File: config.mk
export PLATFORM = sky130hd
export DESIGN_NAME = hps_job_event_bridge
export DESIGN_NICKNAME = d
export VERILOG_FILES = /design/src/rtl/hps_job_event_bridge.sv
export SDC_FILE = /design/constraint.sdc
export NUM_CORES = 1
export LEC_CHECK = 0
export ABC_CLOCK_PERIOD_IN_PS = 2500
export CAP_MARGIN = 15
export CORE_UTILIZATION = 52
export CTS_CLUSTER_SIZE = 40
export DETAILED_ROUTE_END_ITERATION = 16
export HOLD_SLACK_MARGIN = 0.12
export PLACE_DENSITY = 0.82
export REMOVE_ABC_BUFFERS = 1
export SLEW_MARGIN = 30
export SYNTH_ARGS = -nofsm -noshare
export SYNTH_HDL_FRONTEND = slang
export SYNTH_SLANG_ARGS = --single-unit
File: constraint.sdc
create_clock -name clk_clk -period 2.5 [get_ports clk_clk]
set_input_delay 0.625 -clock clk_clk [delete_from_list [all_inputs] [get_ports clk_clk]]
set_output_delay 0.625 -clock clk_clk [all_outputs]
set_load 0.03 [all_outputs]
File: src/rtl/hps_job_event_bridge.sv
`default_nettype none
// ============================================================================
// Module   : hps_job_event_bridge
// Purpose  : Bridges the HPS MPU event conduits to the image-filter
//            accelerator. A rising edge on the MPU event output starts a
//            job. Job state, flags and row count are published on the HPS
//            loan GPI inputs. Completion pulses the MPU event input, which
//            wakes a core waiting in WFE.
// Ports    : clk_clk        - system clock
//            reset_reset    - synchronous active-high reset
//            mpu_evento     - SEV from the MPU (asynchronous to clk_clk)
//            mpu_eventi     - wake pulse to the MPU, EVENTI_PULSE cycles wide
//            gpi[13:0]      - {rows[9:0], timeout, error, state[1:0]}
//            acc_start      - one-cycle job start to the accelerator
//            acc_row_strobe - one pulse per completed row
//            acc_done       - one-cycle job-complete pulse
//            acc_error      - job error, valid only while acc_done is high
// Revision : 1.0 - initial release
// ============================================================================
module hps_job_event_bridge #(
    parameter logic [23:0] TIMEOUT_CYCLES = 24'd10000000,
    parameter int unsigned EVENTI_PULSE   = 4
) (
    input  logic        clk_clk,
    input  logic        reset_reset,
    input  logic        mpu_evento,
    output logic        mpu_eventi,
    output logic [13:0] gpi,
    output logic        acc_start,
    input  logic        acc_row_strobe,
    input  logic        acc_done,
    input  logic        acc_error
);

    // State codes are chosen to match the gpi[1:0] encoding, so the state
    // register drives the GPI field directly.
    localparam logic [1:0] c_ST_IDLE  = 2'b00;
    localparam logic [1:0] c_ST_BUSY  = 2'b01;
    localparam logic [1:0] c_ST_DONE  = 2'b10;
    localparam logic [1:0] c_ST_START = 2'b11;

    localparam logic [3:0] c_PULSE_LEN = 4'(EVENTI_PULSE);
    localparam logic [9:0] c_ROW_MAX   = 10'd1023;

    logic        r_ev_meta;
    logic        r_ev_sync;
    logic        r_ev_prev;
    logic        r_ev_rise;
    logic [1:0]  r_state;
    logic [9:0]  r_rows;
    logic        r_err;
    logic        r_tmo;
    logic [23:0] r_tcount;
    logic        r_acc_start;
    logic [3:0]  r_pulse_cnt;
    logic        r_eventi;

    logic [23:0] w_tcount_next;
    logic        w_timeout_hit;
    logic [9:0]  w_rows_next;

    assign w_tcount_next = r_tcount + 24'd1;
    // Evaluated on the incremented value so that the job leaves BUSY after
    // exactly TIMEOUT_CYCLES busy cycles.
    assign w_timeout_hit = (TIMEOUT_CYCLES != 24'd0) && (w_tcount_next == TIMEOUT_CYCLES);
    assign w_rows_next   = (acc_row_strobe && (r_rows != c_ROW_MAX)) ? r_rows + 10'd1 : r_rows;

    always_ff @(posedge clk_clk) begin
        if (reset_reset) begin
            r_ev_meta   <= 1'b0;
            r_ev_sync   <= 1'b0;
            r_ev_prev   <= 1'b0;
            r_ev_rise   <= 1'b0;
            r_state     <= c_ST_IDLE;
            r_rows      <= 10'd0;
            r_err       <= 1'b0;
            r_tmo       <= 1'b0;
            r_tcount    <= 24'd0;
            r_acc_start <= 1'b0;
            r_pulse_cnt <= 4'd0;
            r_eventi    <= 1'b0;
        end else begin
            // Two-flop synchronizer followed by a registered edge detect.
            r_ev_meta <= mpu_evento;
            r_ev_sync <= r_ev_meta;
            r_ev_prev <= r_ev_sync;
            r_ev_rise <= r_ev_sync & ~r_ev_prev;

            r_acc_start <= 1'b0;

            // The wake pulse runs to completion independent of the FSM, so a
            // new job started mid-pulse does not truncate it.
            if (r_pulse_cnt != 4'd0) begin
                r_eventi    <= 1'b1;
                r_pulse_cnt <= r_pulse_cnt - 4'd1;
            end else begin
                r_eventi <= 1'b0;
            end

            case (r_state)
                c_ST_IDLE, c_ST_DONE: begin
                    // Status is cleared on the same edge that enters START so
                    // the GPI reads clean while acc_start is high.
                    if (r_ev_rise) begin
                        r_state     <= c_ST_START;
                        r_acc_start <= 1'b1;
                        r_rows      <= 10'd0;
                        r_err       <= 1'b0;
                        r_tmo       <= 1'b0;
                        r_tcount    <= 24'd0;
                    end
                end
                c_ST_START: begin
                    r_state <= c_ST_BUSY;
                end
                c_ST_BUSY: begin
                    r_tcount <= w_tcount_next;
                    r_rows   <= w_rows_next;
                    // Done takes priority over a coincident timeout.
                    if (acc_done) begin
                        r_state     <= c_ST_DONE;
                        r_err       <= acc_error;
                        r_pulse_cnt <= c_PULSE_LEN;
                    end else if (w_timeout_hit) begin
                        r_state     <= c_ST_DONE;
                        r_tmo       <= 1'b1;
                        r_pulse_cnt <= c_PULSE_LEN;
                    end
                end
                default: begin
                    r_state <= c_ST_IDLE;
                end
            endcase
        end
    end

    assign gpi        = {r_rows, r_tmo, r_err, r_state};
    assign acc_start  = r_acc_start;
    assign mpu_eventi = r_eventi;

endmodule
`default_nettype wire

# Word-level counts from Yosys, hierarchy flattened

Cells that the tools add are included.

Register bits: 48
Bits of input ports: 6
Output and inout port bits: 16

Add/subtract/negate cells: 3
Eq/ne operators: 11
Multiplexer cells: 21
Bitwise gates (word level): 3
Reduce and logical (&&, ||, !) cells: 11

Operators by type and width:

| operator                                                              | count |
|---|---|
| 24-bit case mux with 2 select lines                                   | 1 |
| 24-bit by 1-bit adder with 24-bit output, second input constant       | 1 |
| 24-bit equality test, second input constant                           | 1 |
| 24-bit 2-to-1 mux                                                     | 1 |
| 10-bit 2-to-1 mux                                                     | 2 |
| 10-bit case mux with 2 select lines                                   | 1 |
| 4-bit 2-to-1 mux                                                      | 4 |
| 10-bit by 1-bit adder with 10-bit output, second input constant       | 1 |
| 10-bit inequality test, second input constant                         | 1 |
| 2-bit inequality test, second input constant                          | 5 |
| 1-bit 2-to-1 mux                                                      | 6 |
| 2-bit 2-to-1 mux                                                      | 3 |
| 2-bit case mux with 3 select lines                                    | 1 |
| 3-bit AND reduction                                                   | 2 |
| 2-bit equality test, second input constant                            | 2 |
| 1-bit case mux with 2 select lines                                    | 2 |
| 2-bit AND reduction                                                   | 2 |
| 4-bit AND reduction                                                   | 1 |
| 4-bit nonzero test                                                    | 1 |
| 2-bit OR reduction                                                    | 2 |
| 4-bit by 1-bit subtractor with 4-bit output, second input constant    | 1 |
| 3-bit inequality test, second input constant                          | 1 |
| 2-bit by 1-bit equality test with 1-bit output, second input constant | 1 |
| 2-bit logical NOT                                                     | 1 |
| other kinds (4)                                                       | 5 |

# Logic depth before layout (Yosys ltp)

Depth in word-level cells: 5
Gate-level depth with buffers: 9
Depth with buffers taken out: 8

# Worst setup path after synthesis

Ideal clock, no wire load.

Kind: reg2reg
Start: reg r_tcount[7]
End: reg r_pulse_cnt[0]
Data arrival time: 2.455 ns
Path slack: -0.070 ns
Stages on the path, launching flop included: 9
Buffers on the path: 1
Path through: dfxtp_1 > clkbuf_1 > nand3_1 > or2_2 > or4_1 > xnor2_1 > a2111oi_0 > a31oi_1 > and2_1

Cells in the longest elaborated chain, start to end: 5

RTL lines:

| item                                     | line | source |
|---|---|---|
| from (decl)                              | 53   | `logic [23:0] r_tcount;` |
| from (signal assigned)                   | 117  | `r_tcount <= w_tcount_next;` |
| 24-bit by 1-bit adder with 24-bit output | 62   | `assign w_tcount_next = r_tcount + 24'd1;` |
| 24-bit equality test                     | 65   | `assign w_timeout_hit = (TIMEOUT_CYCLES != 24'd0) && (w_tcount_next == TIMEOUT_CYCLES);` |
| 4-bit 2-to-1 mux                         | 124  | `end else if (w_timeout_hit) begin` |
| 4-bit 2-to-1 mux                         | 120  | `if (acc_done) begin` |
| 4-bit 2-to-1 mux                         | 100  | `case (r_state)` |
| to (signal assigned)                     | 95   | `r_pulse_cnt <= r_pulse_cnt - 4'd1;` |
| to (signal assigned)                     | 123  | `r_pulse_cnt <= c_PULSE_LEN;` |
| to (signal assigned)                     | 127  | `r_pulse_cnt <= c_PULSE_LEN;` |
| to (decl)                                | 55   | `logic [3:0] r_pulse_cnt;` |

No other way between the ends.
A chain may end at the register's enable or synchronous reset.

# Worst setup path in the final report

Start: reg r_tcount[6]
End: reg r_pulse_cnt[2]

The elaborated chain is that of the path after synthesis.

==> implementation parameters <==
Parameter                              Value

Global route
  Vias in the first global route    2,240
  Number of antenna violations at the first check in global routing    0
  Pin count of the biggest net entering global routing    36
  GR Util All Layers    0.253
  Overflow left after global routing    0
  First-pass GRT wire length    10.5 mm

Placement
  Dpl cell area    3130 um2
  Post-DP HPWL    4.70 mm
  Number of port buffers    21
  Placer congestion estimate    0.837

Clock network
  Clock sink total    48
  CTS H-tree depth    2
  Worst-case clock buffer depth    2
  Clock transition at the registers of the reported paths    0.10 ns
  Later-pin clock latency in the skew report    0.31 ns
  CTS tree    yes
  Root buffer selected by CTS    sky130_fd_sc_hd__clkbuf_8
  Clock buffers created by TritonCTS    5

STA
  Timing-limited maximum frequency    0.413 GHz
  Worst Skew    0.0111 ns
  Slew at the pin with the worst max-slew slack    0.589 ns
  Final Max Slew Viols    0
  RSZ-0062 raised after global routing    true
  Final period util    0.968
  Setup violation total in the final timing report    0
  Slew HR    0.606
  Final period demand of the worst path    2.42 ns
  Worst-case hold slack    0.421 ns
  Final number of hold-violating endpoints    0

Finish
  Number of nets at the end of the flow    399
  Total non-filler cell area in the finished layout    3310 um2
  Number of inserted diodes    0
  Final core occ    0.687
  Layout cell share with drive strength beyond 1    0.182
  Area grow syn2layout    25.4%

Floorplanning
  Floorplan die width    73.3 um
  Starting density of the core    0.548
  Die outline height    73.3 um
  I/O Pins    22
  Core Footprint    4820 um2
  Total die area    5370 um2
  Row Count    25

Yosys
  Post-synthesis register bit count    48
  Post-synth ARST share    0
  Syn Std Cell Area    2640 um2
  Largest area contributor in the netlist    sky130_fd_sc_hd__dfxtp_1
  Adder-cell area share of the yosys netlist    0.0190
  Mean Syn Cell Area    7.70 um2
  Synthesized-area fraction occupied by ao, oa, aoi and oai cells    0.167
  Fraction of the mapped netlist area in simple logic gates    0.350
  Cells taking the most area after synthesis    sky130_fd_sc_hd__dfxtp_1 36%, sky130_fd_sc_hd__nor2_1 7.3%, sky130_fd_sc_hd__nand2_1 4.7%, sky130_fd_sc_hd__a21oi_1 4.4%, sky130_fd_sc_hd__o21ai_0 4.2%
  Fraction of post-synthesis cell area in the top cell type by area    0.364
  Count of warnings emitted by yosys    0
  Number of instances in the synthesized netlist    343
  Main combinational cell family by area after synthesis    simple AND/OR/NAND/NOR gates
  Xor and xnor fraction of the mapped netlist area    0.0464
  Part of the Yosys area used for sequential elements    0.364
  Top_reg_cell synth    sky130_fd_sc_hd__dfxtp_1
  Post-synth EDFFs    0
  Cell variety after synth    53
  Multiplexer fraction of the synthesized cell area    0.00758

Worst setup path
  Critical Path Sink Type    flip-flop
  Worst-path maximum fanout    4
  Data required, critical path    2.74 ns
  Cells along the critical path    nand3_1, or2_2, or4_4, xnor2_2, a2111oi_4, buf_4, nand3b_1, a211oi_2
  CP peak stage delay    0.55 ns
  Critical path class    reg2reg
  Crit path max-delay cell type    sky130_fd_sc_hd__or4_4
  Kind of start point of the critical path    flip-flop
  Arrival time at the worst endpoint    2.66 ns

Detailed routing
  Routed via count    2,633
  Vias per std cell    5.76
  Routed wire length per instance    14.6 um
  Number of iterations in the first detailed-routing pass    4
  Initial drt markers    188
  Post-detailed-route count of antenna-violating nets    0
  Routed WL    6.68 mm
  DRC viols    0

Outcome
  Status    finished, final reports clean

Hold path
  Type of the tightest min-delay check    reg2reg

Pwr
  Worst VDD drop    270 uV
  Cell Pwr Density    493 nW/um2
  Leakage power    1.20 nW

Flow run
  Max-cap viol count    0
kinds of logic (layout without fill, tap and decap cells):
family,after synthesis,count (layout)
muxes,2,2
xor gates and xnor gates,14,14
and+or+nand+nor,173,173
buffers and inverters,29,76
AOI/OAI and AO/OA,73,73
adders and majority gates,4,4
DFF,48,48
cell usage in the layout, fill, tap and decap left out, types with 3 or more instances in the layout:
master	netlist	final
sky130_fd_sc_hd__nand3b_1	3	3
sky130_fd_sc_hd__dfxtp_1	48	40
sky130_fd_sc_hd__nand2_1	33	33
sky130_fd_sc_hd__clkbuf_8	0	5
sky130_fd_sc_hd__ha_1	4	4
sky130_fd_sc_hd__buf_4	2	38
sky130_fd_sc_hd__nor2_1	51	51
sky130_fd_sc_hd__nor2b_1	9	9
sky130_fd_sc_hd__nor4_1	4	3
sky130_fd_sc_hd__a311oi_1	4	4
sky130_fd_sc_hd__xor2_1	8	8
sky130_fd_sc_hd__nand2b_1	4	4
sky130_fd_sc_hd__xnor2_1	6	5
sky130_fd_sc_hd__nand3_1	20	20
sky130_fd_sc_hd__o21ai_0	22	22
sky130_fd_sc_hd__inv_1	9	9
sky130_fd_sc_hd__and3_1	4	4
sky130_fd_sc_hd__a21oi_1	23	23
sky130_fd_sc_hd__clkdlybuf4s50_1	0	21
sky130_fd_sc_hd__nor3_1	8	8
sky130_fd_sc_hd__nand4_1	9	9
sky130_fd_sc_hd__dfxtp_2	0	8
sky130_fd_sc_hd__a31oi_1	6	6
sky130_fd_sc_hd__or3_1	8	6
sky130_fd_sc_hd__a22oi_1	5	5
critical path, delay by kind of cell, from the launching register on:
kind | cells | cell delay, ns
AOI/OAI and AO/OA | 2 | 0.48
xor gates and xnor gates | 1 | 0.17
buffers and inverters | 1 | 0.16
DFF | 1 | 0.41
and+or+nand+nor | 4 | 1.14
worst paths after layout:
path / depth (start not counted) / from / to / slack (ns)
hold / removal: 1 / r_ev_prev / r_ev_rise / 0.42
hold reg to reg: 1 / r_ev_prev / r_ev_rise / 0.42
setup reg to reg: 8 / r_tcount[6] / r_pulse_cnt[2] / 0.08
setup / recovery: 8 / r_tcount[6] / r_pulse_cnt[2] / 0.08
power by group:
group	switching, W	internal, W	total, W	leakage, nW
combinational	0.000128	0.0000970	0.000225	0.751
sequential	0.0000190	0.000798	0.000817	0.392
clock	0.000288	0.000302	0.000589	0.0548
cell usage after synthesis, drive strengths merged, types with 4 or more instances:
| cell | number |
|---|---|
| nand2 | 33 |
| a31oi | 6 |
| ha | 4 |
| o21ai | 22 |
| clkbuf | 14 |
| xor2 | 8 |
| dfxtp | 48 |
| a22oi | 5 |
| nand3 | 20 |
| nor2 | 51 |
| xnor2 | 6 |
| nand4 | 11 |
| nand2b | 4 |
| nor2b | 9 |
| inv | 9 |
| buf | 6 |
| a311oi | 4 |
| or3 | 8 |
| and3 | 4 |
| nor4 | 7 |
| a21oi | 23 |
| nor3 | 9 |
metrics by stage:
step	setup WS [ns]	cells	setup TNS (ns)	power [W]
after floorplan	-0.0434	323	-0.195	0.000987
after global placement	-0.0571	448	-0.281	0.00106
after detailed placement	-0.117	448	-0.501	0.00106
after CTS	0.0247	456	0	0.00164
after global routing	-0.0338	457	-0.0742	0.00171
final	0.0796	457	0	0.00163
flip-flops by register name, summed over array words and instances (netlist names):
name         count
r_ev_sync        1
r_ev_meta        1
r_rows          10
r_tmo            1
r_ev_rise        1
r_err            1
r_pulse_cnt      4
mpu_eventi       1
r_ev_prev        1
acc_start        1
r_tcount        24
r_state          2
layer usage:
layer | share of wire | global-route usage
met2 | 0.50 | 0.419
met5 | 0 | 0
met1 | 0.44 | 0.334
met3 | 0.047 | 0.0535
met4 | 0.015 | 0.0654
repair_timing:
| action | CTS | global route |
|---|---|---|
| gates resized for setup | 7 | 11 |
| pin swaps | 0 | 6 |
| buffers inserted | 0 | 1 |
| hold buffers | 0 | 0 |
| endpoints found under the setup margin | 7 | 7 |
cell type report:
| cell class | count | area (um2) |
|---|---|---|
| Clock inverter | 3 | 46.3 |
| Inverter | 9 | 33.8 |
| Fill cell | 384 | 1510 |
| Timing Repair Buffer | 59 | 495 |
| Tap cell | 67 | 83.8 |
| Clock buffer | 5 | 68.8 |
| Multi-Input combinational cell | 266 | 1610 |
| Sequential cell | 48 | 971 |
(Power assumes the default switching activity.)
